$ cat src/rtl/arrow_pkg.sv
// arrow_pkg: shared types and constants for the scrolling-arrow engine.
//   dir_e      : arrow travel direction (matches the 2-bit spawn/hit encodings)
//   COLOUR_*   : RGB444 sprite colour per direction
//   slot_t     : per-slot architectural state
//   dir_colour : direction -> sprite colour lookup
package arrow_pkg;

    typedef enum logic [1:0] {
        DIR_DOWN  = 2'b00,
        DIR_UP    = 2'b01,
        DIR_RIGHT = 2'b10,
        DIR_LEFT  = 2'b11
    } dir_e;

    localparam logic [11:0] COLOUR_DOWN  = 12'hF00;
    localparam logic [11:0] COLOUR_UP    = 12'h0F0;
    localparam logic [11:0] COLOUR_RIGHT = 12'h00F;
    localparam logic [11:0] COLOUR_LEFT  = 12'hFF0;

    typedef struct packed {
        logic        active;
        dir_e        dir;
        logic [2:0]  speed;
        logic [10:0] x;
        logic [9:0]  y;
    } slot_t;

    function automatic logic [11:0] dir_colour(input dir_e d);
        logic [11:0] c;
        case (d)
            DIR_DOWN:  c = COLOUR_DOWN;
            DIR_UP:    c = COLOUR_UP;
            DIR_RIGHT: c = COLOUR_RIGHT;
            default:   c = COLOUR_LEFT;
        endcase
        return c;
    endfunction

endpackage

$ cat src/rtl/arrow_slot.sv
// arrow_slot: one arrow sprite slot.
// Holds active/direction/speed/position, moves or retires on a frame tick,
// tests whether the current pixel is inside the sprite box and whether the
// arrow sits inside the hit window for a press in its direction.
// Ports:
//   clk, rst_in              : clock, async active-high reset
//   spawn_in                 : load this slot (only asserted while inactive)
//   spawn_dir_in/speed_in    : parameters of the arrow being loaded
//   tick_in                  : frame tick
//   hit_clr_in               : this slot won the hit arbitration, free it
//   hcount_in/vcount_in      : current pixel
//   hit_dir_in               : direction of the current press
//   active_out, dir_out      : registered state for the top-level muxes
//   in_box_out               : active and pixel inside box
//   hit_cand_out             : active, direction match, inside hit window
//   retire_out               : leaves the screen on this tick (counts a miss)
module arrow_slot
    import arrow_pkg::*;
#(
    parameter int WIDTH      = 8,
    parameter int HEIGHT     = 32,
    parameter int SCREEN_W   = 1280,
    parameter int SCREEN_H   = 720,
    parameter int CENTER_X   = 512,
    parameter int CENTER_Y   = 384,
    parameter int HIT_WINDOW = 16
) (
    input  logic        clk,
    input  logic        rst_in,
    input  logic        spawn_in,
    input  logic [1:0]  spawn_dir_in,
    input  logic [2:0]  spawn_speed_in,
    input  logic        tick_in,
    input  logic        hit_clr_in,
    input  logic [10:0] hcount_in,
    input  logic [9:0]  vcount_in,
    input  logic [1:0]  hit_dir_in,
    output logic        active_out,
    output logic [1:0]  dir_out,
    output logic        in_box_out,
    output logic        hit_cand_out,
    output logic        retire_out
);

    localparam logic [11:0] SW12    = 12'(SCREEN_W);
    localparam logic [10:0] SH11    = 11'(SCREEN_H);
    localparam logic [11:0] CX12    = 12'(CENTER_X);
    localparam logic [11:0] CY12    = 12'(CENTER_Y);
    localparam logic [11:0] WIN12   = 12'(HIT_WINDOW);
    localparam logic [11:0] W12     = 12'(WIDTH);
    localparam logic [10:0] H11     = 11'(HEIGHT);
    localparam logic [10:0] CX11    = 11'(CENTER_X);
    localparam logic [9:0]  CY10    = 10'(CENTER_Y);
    localparam logic [10:0] X_LEFT0 = 11'(SCREEN_W - WIDTH);
    localparam logic [9:0]  Y_UP0   = 10'(SCREEN_H - HEIGHT);

    slot_t slot_q, slot_d;

    logic [11:0] x_plus;
    logic [10:0] y_plus;
    logic        off_screen;
    logic [11:0] pos, tgt, diff, mag;

    // Next-position arithmetic is widened one bit so the screen-edge test
    // cannot wrap.
    always_comb begin
        x_plus = {1'b0, slot_q.x} + {9'd0, slot_q.speed};
        y_plus = {1'b0, slot_q.y} + {8'd0, slot_q.speed};
        case (slot_q.dir)
            DIR_DOWN:  off_screen = (y_plus >= SH11);
            DIR_UP:    off_screen = (slot_q.y < {7'd0, slot_q.speed});
            DIR_RIGHT: off_screen = (x_plus >= SW12);
            default:   off_screen = (slot_q.x < {8'd0, slot_q.speed});
        endcase
    end

    // A slot claimed by a hit this cycle is neither moved nor retired.
    assign retire_out = slot_q.active && tick_in && !hit_clr_in && off_screen;

    always_comb begin
        slot_d = slot_q;
        if (spawn_in) begin
            slot_d.active = 1'b1;
            slot_d.dir    = dir_e'(spawn_dir_in);
            slot_d.speed  = spawn_speed_in;
            case (dir_e'(spawn_dir_in))
                DIR_DOWN:  begin slot_d.x = CX11;  slot_d.y = 10'd0; end
                DIR_UP:    begin slot_d.x = CX11;  slot_d.y = Y_UP0; end
                DIR_RIGHT: begin slot_d.x = 11'd0; slot_d.y = CY10;  end
                default:   begin slot_d.x = X_LEFT0; slot_d.y = CY10; end
            endcase
        end else if (hit_clr_in) begin
            slot_d.active = 1'b0;
        end else if (slot_q.active && tick_in) begin
            if (off_screen) begin
                slot_d.active = 1'b0;
            end else begin
                case (slot_q.dir)
                    DIR_DOWN:  slot_d.y = y_plus[9:0];
                    DIR_UP:    slot_d.y = slot_q.y - {7'd0, slot_q.speed};
                    DIR_RIGHT: slot_d.x = x_plus[10:0];
                    default:   slot_d.x = slot_q.x - {8'd0, slot_q.speed};
                endcase
            end
        end
    end

    // Hit window: distance along the travel axis, evaluated as a 12-bit
    // two's-complement difference.
    always_comb begin
        pos  = slot_q.dir[1] ? {1'b0, slot_q.x} : {2'b0, slot_q.y};
        tgt  = slot_q.dir[1] ? CX12 : CY12;
        diff = pos - tgt;
        mag  = diff[11] ? (~diff + 12'd1) : diff;
    end

    assign hit_cand_out = slot_q.active && (slot_q.dir == dir_e'(hit_dir_in)) &&
                          (mag <= WIN12);

    assign in_box_out = slot_q.active &&
                        ({1'b0, hcount_in} >= {1'b0, slot_q.x}) &&
                        ({1'b0, hcount_in} <= ({1'b0, slot_q.x} + W12)) &&
                        ({1'b0, vcount_in} >= {1'b0, slot_q.y}) &&
                        ({1'b0, vcount_in} <= ({1'b0, slot_q.y} + H11));

    assign active_out = slot_q.active;
    assign dir_out    = slot_q.dir;

    always_ff @(posedge clk or posedge rst_in) begin
        if (rst_in) slot_q <= '0;
        else        slot_q <= slot_d;
    end

endmodule

$ cat src/rtl/arrow_field.sv
// arrow_field: multi-slot scrolling-arrow engine.
// Spawns arrows into free slots via valid/ready, advances them each frame,
// scores presses against the target window, retires off-screen arrows as
// misses and drives a registered RGB444 pixel stream.
// Ports:
//   clk, rst_in                      : pixel clock, async active-high reset
//   hcount_in, vcount_in             : current pixel (tick at 0,0)
//   spawn_valid_in/ready_out         : spawn handshake
//   spawn_direction_in/speed_in      : new arrow parameters
//   hit_in, hit_direction_in         : player press
//   pixel_out, valid_out             : topmost covering arrow, 1-cycle latency
//   hit_out, miss_out                : one-cycle score pulses
//   hit_count_out, miss_count_out    : saturating totals
module arrow_field
    import arrow_pkg::*;
#(
    parameter int NUM_ARROWS = 4,
    parameter int WIDTH      = 8,
    parameter int HEIGHT     = 32,
    parameter int SCREEN_W   = 1280,
    parameter int SCREEN_H   = 720,
    parameter int CENTER_X   = 512,
    parameter int CENTER_Y   = 384,
    parameter int HIT_WINDOW = 16
) (
    input  logic        clk,
    input  logic        rst_in,
    input  logic [10:0] hcount_in,
    input  logic [9:0]  vcount_in,
    input  logic        spawn_valid_in,
    output logic        spawn_ready_out,
    input  logic [1:0]  spawn_direction_in,
    input  logic [2:0]  spawn_speed_in,
    input  logic        hit_in,
    input  logic [1:0]  hit_direction_in,
    output logic [11:0] pixel_out,
    output logic        valid_out,
    output logic        hit_out,
    output logic        miss_out,
    output logic [15:0] hit_count_out,
    output logic [15:0] miss_count_out
);

    logic [NUM_ARROWS-1:0]      active, in_box, hit_cand, retire;
    logic [NUM_ARROWS-1:0]      spawn_vec, hit_vec;
    logic [NUM_ARROWS-1:0][1:0] dir;
    logic                       tick, spawn_fire;

    logic [11:0] pixel_d, pixel_q;
    logic        valid_d, valid_q;
    logic        hit_d, hit_q;
    logic        miss_d, miss_q;
    logic [15:0] hit_cnt_d, hit_cnt_q;
    logic [15:0] miss_cnt_d, miss_cnt_q;
    logic [3:0]  n_retire;
    logic [16:0] miss_sum;

    assign tick            = (hcount_in == 11'd0) && (vcount_in == 10'd0);
    assign spawn_ready_out = ~&active;
    assign spawn_fire      = spawn_valid_in && spawn_ready_out && !rst_in;

    // Lowest-index free slot for spawns, lowest-index candidate for hits.
    // Loops run high-to-low so the lowest match is the last assignment.
    always_comb begin
        spawn_vec = '0;
        hit_vec   = '0;
        for (int i = NUM_ARROWS - 1; i >= 0; i--) begin
            if (!active[i]) begin
                spawn_vec    = '0;
                spawn_vec[i] = spawn_fire;
            end
            if (hit_cand[i]) begin
                hit_vec    = '0;
                hit_vec[i] = hit_in;
            end
        end
    end

    genvar g;
    generate
        for (g = 0; g < NUM_ARROWS; g++) begin : g_slot
            arrow_slot #(
                .WIDTH     (WIDTH),
                .HEIGHT    (HEIGHT),
                .SCREEN_W  (SCREEN_W),
                .SCREEN_H  (SCREEN_H),
                .CENTER_X  (CENTER_X),
                .CENTER_Y  (CENTER_Y),
                .HIT_WINDOW(HIT_WINDOW)
            ) u_slot (
                .clk           (clk),
                .rst_in        (rst_in),
                .spawn_in      (spawn_vec[g]),
                .spawn_dir_in  (spawn_direction_in),
                .spawn_speed_in(spawn_speed_in),
                .tick_in       (tick),
                .hit_clr_in    (hit_vec[g]),
                .hcount_in     (hcount_in),
                .vcount_in     (vcount_in),
                .hit_dir_in    (hit_direction_in),
                .active_out    (active[g]),
                .dir_out       (dir[g]),
                .in_box_out    (in_box[g]),
                .hit_cand_out  (hit_cand[g]),
                .retire_out    (retire[g])
            );
        end
    endgenerate

    // Pixel priority mux: lowest index on top.
    always_comb begin
        pixel_d = 12'h000;
        valid_d = 1'b0;
        for (int i = NUM_ARROWS - 1; i >= 0; i--) begin
            if (in_box[i]) begin
                pixel_d = dir_colour(dir_e'(dir[i]));
                valid_d = 1'b1;
            end
        end
    end

    // Scoring: several slots can retire on one tick, so misses add a count.
    always_comb begin
        n_retire = 4'd0;
        for (int i = 0; i < NUM_ARROWS; i++) begin
            n_retire = n_retire + {3'd0, retire[i]};
        end
        hit_d      = |hit_vec;
        miss_d     = |retire;
        hit_cnt_d  = (hit_d && hit_cnt_q != 16'hFFFF) ? hit_cnt_q + 16'd1 : hit_cnt_q;
        miss_sum   = {1'b0, miss_cnt_q} + {13'd0, n_retire};
        miss_cnt_d = miss_sum[16] ? 16'hFFFF : miss_sum[15:0];
    end

    always_ff @(posedge clk or posedge rst_in) begin
        if (rst_in) begin
            pixel_q    <= 12'h000;
            valid_q    <= 1'b0;
            hit_q      <= 1'b0;
            miss_q     <= 1'b0;
            hit_cnt_q  <= 16'd0;
            miss_cnt_q <= 16'd0;
        end else begin
            pixel_q    <= pixel_d;
            valid_q    <= valid_d;
            hit_q      <= hit_d;
            miss_q     <= miss_d;
            hit_cnt_q  <= hit_cnt_d;
            miss_cnt_q <= miss_cnt_d;
        end
    end

    assign pixel_out      = pixel_q;
    assign valid_out      = valid_q;
    assign hit_out        = hit_q;
    assign miss_out       = miss_q;
    assign hit_count_out  = hit_cnt_q;
    assign miss_count_out = miss_cnt_q;

endmodule

$ cat config.mk
export PLATFORM = sky130hd
export DESIGN_NAME = arrow_field
export DESIGN_NICKNAME = d
export VERILOG_FILES = /design/src/rtl/arrow_pkg.sv /design/src/rtl/arrow_slot.sv /design/src/rtl/arrow_field.sv
export SDC_FILE = /design/constraint.sdc
export NUM_CORES = 1
export LEC_CHECK = 0
export ABC_CLOCK_PERIOD_IN_PS = 5000
export BUFFER_PORTS_ARGS = -buffer_cell sky130_fd_sc_hd__buf_4
export CELL_PAD_IN_SITES_DETAIL_PLACEMENT = 1
export CELL_PAD_IN_SITES_GLOBAL_PLACEMENT = 1
export CORE_MARGIN = 2
export CORE_UTILIZATION = 44
export DETAILED_ROUTE_END_ITERATION = 10
export GPL_TIMING_DRIVEN = 0
export PLACE_DENSITY = 0.87
export RECOVER_POWER = 50
export SLEW_MARGIN = 10
export SYNTH_ARGS = -nofsm -noshare
export SYNTH_HDL_FRONTEND = slang
export SYNTH_SLANG_ARGS = --single-unit
$ cat constraint.sdc
create_clock -name clk -period 5 [get_ports clk]
set_input_delay 0.25 -clock clk [delete_from_list [all_inputs] [get_ports clk]]
set_output_delay 0.25 -clock clk [all_outputs]
set_load 0.005 [all_outputs]
# After elaboration in Yosys (flattened, before gate mapping)
# Cells that the tools add are included.
totals:
  reg_bits: 155
  elab_cells: 296
  input_bits: 32
  out_inout_bits: 48
op_classes:
  n_reduce_logical: 88
  magnitude_cmp: 36
  mux: 78
  addsub: 37
  bitwise_logic: 4
  n_eq_ne: 27
ops:
  columns: ["cell", "count"]
  rows:
  - ["$mux 21", 16]
  - ["$pmux 12 s3", 4]
  - ["$mux 12", 8]
  - ["$pmux 11 s2", 4]
  - ["$pmux 10 s2", 4]
  - ["$pmux 21 s3", 1]
  - ["$add 11x3->12", 4]
  - ["$add 11x4->12 const B", 4]
  - ["$add 12x1->12 const B", 4]
  - ["$ge 12x11->1 const B", 4]
  - ["$le 11x12->1", 4]
  - ["$le 12x5->1 const B", 4]
  - ["$not 12->12", 4]
  - ["$sub 12x12->12", 4]
  - ["$add 10x3->11", 4]
  - ["$add 10x6->11 const B", 4]
  - ["$ge 11x10->1 const B", 4]
  - ["$ge 11x11->1", 4]
  - ["$le 10x11->1", 4]
  - ["$lt 11x3->1", 4]
  - ["$mux 11", 4]
  - ["$sub 11x3->11", 4]
  - ["$ge 10x10->1", 4]
  - ["$logic_and 1x1->1", 40]
  - ["28 further kinds", 125]

# Depth between registers and ports, before layout
logic_depth:
  depth_word: 19
  depth_mapped: 24
  depth_no_buf: 22

# Cells and area by module
# A second synthesis with hierarchy kept.
hier_totals:
  cells_unflattened: 2022
  area_unflattened_um2: 16605.9
modules_own_cells:
  columns: ["mod", "area_per_inst_um2", "instances", "cells_per_inst", "seq_area_each_um2"]
  rows:
  - ["arrow_slot at g_slot[3].u_slot", 3691.0, 1, 467, 675.6]
  - ["arrow_slot at g_slot[2].u_slot", 3609.7, 1, 442, 675.6]
  - ["arrow_slot at g_slot[1].u_slot", 3554.7, 1, 450, 675.6]
  - ["arrow_slot at g_slot[0].u_slot", 3550.9, 1, 443, 675.6]
  - ["arrow_field", 2199.6, 1, 220, 950.9]

# Least setup slack after synthesis
# No wires, ideal clock.
synth_timing:
  path_kind: "input -> register"
  startpoint: "input rst_in"
  endpoint: "register g_slot[3].u_slot.slot_q[5] (netlist name)"
  arrival_time_ps: 5209
  n_path_buf: 2
  required_time_ps: 4880
  setup_slack_ps: -329
  setup_ps: 120
  stages: 8
  cell_sequence: "inv_1 nand2_1 nor3_1 clkbuf_1 clkbuf_1 nand2_1 a21boi_0 nor2_1"
synth_between:
  elab_chain_cells: 8
  elab_cells_between_ends: 12
  cone_classes: "eq/ne: 2; mux: 5; reduce/logical: 5"
synth_rtl:
  columns: ["item", "line", "source"]
  rows:
  - ["start: declaration", "arrow_field.sv:27", "input logic rst_in,"]
  - ["$logic_not 1->1 (no line) (*)", null, null]
  - ["$logic_and 1x1->1 (*)", "arrow_field.sv:60", "assign spawn_fire = spawn_valid_in && spawn_ready_out && !rst_in;"]
  - ["$mux 4 (*) (4 in a row)", "arrow_field.sv:68", "if (!active[i]) begin"]
  - ["$ne 2x2->1 (no line) (tied with other cells)", null, null]
  - ["$reduce_and 4->1 (no line)", null, null]
  - ["end signal: assignment", "arrow_slot.sv:131", "else slot_q <= slot_d;"]
  - ["end: declaration", "arrow_slot.sv:57", "slot_t slot_q, slot_d;"]
# Every way passes the cells marked *; elsewhere a longest branch is shown, timed or not.
# A chain may end at the register's enable or synchronous reset.

# Worst setup path in the final report
layout_timing:
  startpoint: "register g_slot[0].u_slot.slot_q[0] (netlist name)"
  endpoint: "register miss_cnt_q[10], in the netlist miss_count_out[10]"
layout_between:
  elab_chain_cells: 16
  elab_cells_between_ends: 29
  cone_classes: "add/sub: 7; order compare: 3; mux: 5; bitwise: 1; reduce/logical: 13"
layout_rtl:
  columns: ["item", "line", "source"]
  rows:
  - ["start: declaration", "arrow_slot.sv:57", null]
  - ["start signal: assignment", "arrow_slot.sv:131", null]
  - ["$mux 11", "arrow_slot.sv:111", "pos = slot_q.dir[1] ? {1'b0, slot_q.x} : {2'b0, slot_q.y};"]
  - ["$sub 12x12->12", "arrow_slot.sv:113", "diff = pos - tgt;"]
  - ["$not 12->12", "arrow_slot.sv:114", "mag = diff[11] ? (~diff + 12'd1) : diff;"]
  - ["$add 12x1->12", "arrow_slot.sv:114", null]
  - ["$mux 12", "arrow_slot.sv:114", null]
  - ["$le 12x5->1", "arrow_slot.sv:118", "(mag <= WIN12);"]
  - ["$logic_and 1x1->1", "arrow_slot.sv:117", "assign hit_cand_out = slot_q.active && (slot_q.dir == dir_e'(hit_dir_in)) &&"]
  - ["$mux 4", "arrow_field.sv:72", "if (hit_cand[i]) begin"]
  - ["$logic_not 1->1", "arrow_slot.sv:78", "assign retire_out = slot_q.active && tick_in && !hit_clr_in && off_screen;"]
  - ["$logic_and 1x1->1 (2 in a row)", "arrow_slot.sv:78", null]
  - ["$add 1x1->2", "arrow_field.sv:126", "n_retire = n_retire + {3'd0, retire[i]};"]
  - ["$add 2x1->3", "arrow_field.sv:126", null]
  - ["$add 3x1->4 (*)", "arrow_field.sv:126", null]
  - ["$add 16x4->17 (*)", "arrow_field.sv:131", "miss_sum = {1'b0, miss_cnt_q} + {13'd0, n_retire};"]
  - ["$mux 16 (*)", "arrow_field.sv:132", "miss_cnt_d = miss_sum[16] ? 16'hFFFF : miss_sum[15:0];"]
  - ["named net miss_cnt_d[10]", "arrow_field.sv:54", "logic [15:0] miss_cnt_d, miss_cnt_q;"]
  - ["end signal: assignment", "arrow_field.sv:149", "miss_cnt_q <= miss_cnt_d;"]
  - ["end: declaration", "arrow_field.sv:54", null]
# Mark *: on every way through the listed nets, which the timed path passes. The rest lies on a longest branch.

==> results.cfg <==
[power_and_ir_drop]
power_leakage_nw = 8.32
ir_drop_mv = 0.311
powerDensity_nw_per_um2 = 524

[yosys]
synth_compound_area_share_pct = 23.5
synthTopCellsByArea = dfrtp_1 (22%), ha_1 (17%), nand2_1 (4.6%), xnor2_1 (3.9%), o21ai_0 (3.8%)
synth-xor-area-share_pct = 4.54
synth.most_common_cell = ha_1
synth_mux_area_share_pct = 2.44
avgSynthCellArea_um2 = 8.04
synth_adder_area_share_pct = 18.9
synth_fp_nets = 2362
synth_top_family_by_area = compound AO/OA/AOI/OAI gates
netlist_instances = 2088
synth_edf_count = 0
synth-seq-area-share_pct = 21.8
yosysUniqueCellTypes = 100
synth_top_flop_cell = dfrtp_1
synth-seq-cells = 146
synth.cell_area_um2 = 16800
yosys.area_share.simple_pct = 22.5
synth_top_area_cell = dfrtp_1
yosys.area.top_type_share_pct = 21.8
synth_common_cells = ha_1 (223), nand2_1 (207), inv_1 (147)
yosysWarningCount = 0
postSynth.asyncResetShare_pct = 100

[floorplanning]
coreArea_um2 = 37700
initial_core_util_pct = 44.6
die_h_um = 199
die-area_um2 = 39700
die_w_um = 199
io_pins = 80
row_count = 71

[clock_tree]
cts.sinks = 146
root_buffer = clkbuf_16
h-tree-depth = 4
clkLatencyLatePin_ps = 460
cts_tree = built
cts_buffers = 17
clk_pin_slew_ps = 70
cts.path.max_buffers = 2

[drt]
met3_length_mm = 4.65
m1WireLength_mm = 28.6
detail_route.drc_violations = 0
post_drt_via_cell_ratio = 6.48
wl_per_cell_um = 24.9
wirelength_mm = 68.4
via_count = 17800
dr_wl_met2_mm = 31.5
routed.top_layer = met4
final_antenna_net_count = 0
first_pass_iters = 5
drt_iter0_drc = 1308

[layout]
fin_nets = 2501
drive_gt1_share_pct = 14.5
final_area_um2 = 19400
area_growth_syn_to_layout_pct = 15.4

[setup_path]
start_kind = flip-flop
cp-end-kind = flip-flop
crit_required_ps = 5340
crit_fanout = 5
cp.arrival_ps = 5360
critPathKind = reg -> reg
worstRegToRegCells = 24

[outcome]
status = finished with violations
violations = capacitance limit, slew limit, setup timing

[placed_design]
post_dp_cell_area_um2 = 18100
place_congestion = 0.987
place.port_buffers = 75
pre_cts_ws_ps = -1580
dpl.hpwl_mm = 51.1

[sta]
finalCritPeriodShare_pct = 100
fin_skew_ps = 9.36
max_freq_ghz = 0.199
fin_hold_ws_ps = 132
setup_violations = 3
relSlewSlack_pct = -43.4
rsz0062_at_grt = true
worst_slack_ps = -17.4
maxSlewViolCount = 68
fin_crit_ps = 5020
setup-tns-final_ps = -31.9
tightestPinTransition_ps = 2150
hold_viol = 0

[global_route]
grt_pass1_wl_mm = 105
grt_max_degree = 35
grt_pass1_vias = 18500
grt_remaining_overflow = 0
antenna_found_initial = 0
grt.total_usage_pct = 34.6

[flow_run]
drv_cap = 2

[worst_hold_path]
whs_path_depth = 3
min_path_type = in -> reg
-- sequential cells by signal (all words and copies together) (netlist names) --
| name | count |
|---|---|
| g_slot.u_slot.active_out | 4 |
| g_slot.u_slot.dir_out | 8 |
| g_slot.u_slot.slot_q | 96 |
| hit_count_out | 16 |
| hit_out | 1 |
| miss_count_out | 16 |
| miss_out | 1 |
| pixel_out | 3 |
| valid_out | 1 |
-- where the power goes --
part	leakage, nW	internal [mW]	switching (mW)
sequential	1.83	1.50	0.495
clock	0.289	0.752	0.638
combinational	6.21	2.64	4.14
total	8.32	4.88	5.28
-- path summary, 6_finish.rpt --
| kind | startpoint | to | slack, ps |
|---|---|---|---|
| worst max-delay path | g_slot[0].u_slot.slot_q[0] | miss_count_out[10] | -20 |
| worst max register to register | g_slot[0].u_slot.slot_q[0] | miss_count_out[10] | -20 |
| min in group asynchronous | rst_in | g_slot[1].u_slot.slot_q[20] | 580 |
| worst min-delay path | spawn_speed_in[0] | g_slot[3].u_slot.slot_q[21] | 130 |
| max in group asynchronous | rst_in | g_slot[0].u_slot.slot_q[8] | 1700 |
| worst min register to register | hit_count_out[7] | hit_count_out[7] | 500 |
-- metal layers --
layer | up-vias | global-route usage, %
met5 | - | 0
met4 | 0 | 17.8
met3 | 215 | 5.06
met2 | 716 | 56.1
met1 | 8928 | 44.8
li1 | 7973 | -
-- worst max-delay path, stage by stage (launching register included) --
cell and delay (ps):
dfrtp_1 390, buf_4 160, inv_1 60, ha_1 140, inv_1 70, fa_1 410
nand2_2 110, nand3_2 140, nor3_4 270, a41o_1 230, o31ai_1 120, and2_4 190
nor3_4 380, inv_2 70, fa_1 540, inv_2 50, fa_2 430, fa_2 370
and3_4 180, nand3_4 100, nor2_4 50, nand3_2 70, or2_4 180, buf_8 130
nand2_2 50
-- cells by family (layout without fill, tap and decap cells) --
| group | after synthesis | count (layout) |
|---|---|---|
| AND/OR/NAND/NOR | 738 | 738 |
| AO/OA/AOI/OAI | 574 | 574 |
| buffers and inverters | 262 | 414 |
| adder cells (fa/ha/maj) | 242 | 242 |
| flip-flops | 146 | 146 |
| XOR/XNOR | 87 | 87 |
| multiplexers | 39 | 39 |
| other | 0 | 1 |
-- cell type report --
class	instances	area, um2
diodes	1	2.50
plain buffers	107	536
clock buffers	17	425
clock inverters	15	173
fillers	4634	18300
inverters	153	616
multi-input cells	1680	12400
flip-flops and latches	146	3670
well taps	511	639
repair buffers	122	917
-- layout by cell type (no fill, tap or decap), types with 74 or more instances in the layout --
| master | netlist | final |
|---|---|---|
| dfrtp_1 | 146 | 136 |
| nand3_1 | 78 | 75 |
| clkbuf_1 | 74 | 77 |
| o21ai_0 | 126 | 123 |
| a21oi_1 | 98 | 96 |
| ha_1 | 223 | 220 |
| xnor2_1 | 74 | 74 |
| nor2_1 | 124 | 123 |
| inv_1 | 147 | 135 |
| nand2_1 | 207 | 197 |
| buf_4 | 10 | 92 |
-- repair_timing --
item / in CTS / in global routing
hold buffers: 1 / 0
setup buffers: 32 / 8
endpoints found under the hold margin: 20 / 0
gates cloned: 1 / 0
gates resized for setup: 78 / 49
endpoints found under the setup margin: 16 / 16
pin swaps: 25 / 18
-- stage by stage --
stage,cells,utilization (%),power (mW)
3_3_place_gp,2674,47.8,7.77
4_1_cts,2743,51.1,9.86
2_1_floorplan,2088,-,6.17
5_1_grt,2751,51.5,10.9
6_report,2752,51.5,10.2
3_5_place_dp,2679,48.1,8.11
No activity file was read; power rests on OpenSTA's default activity.
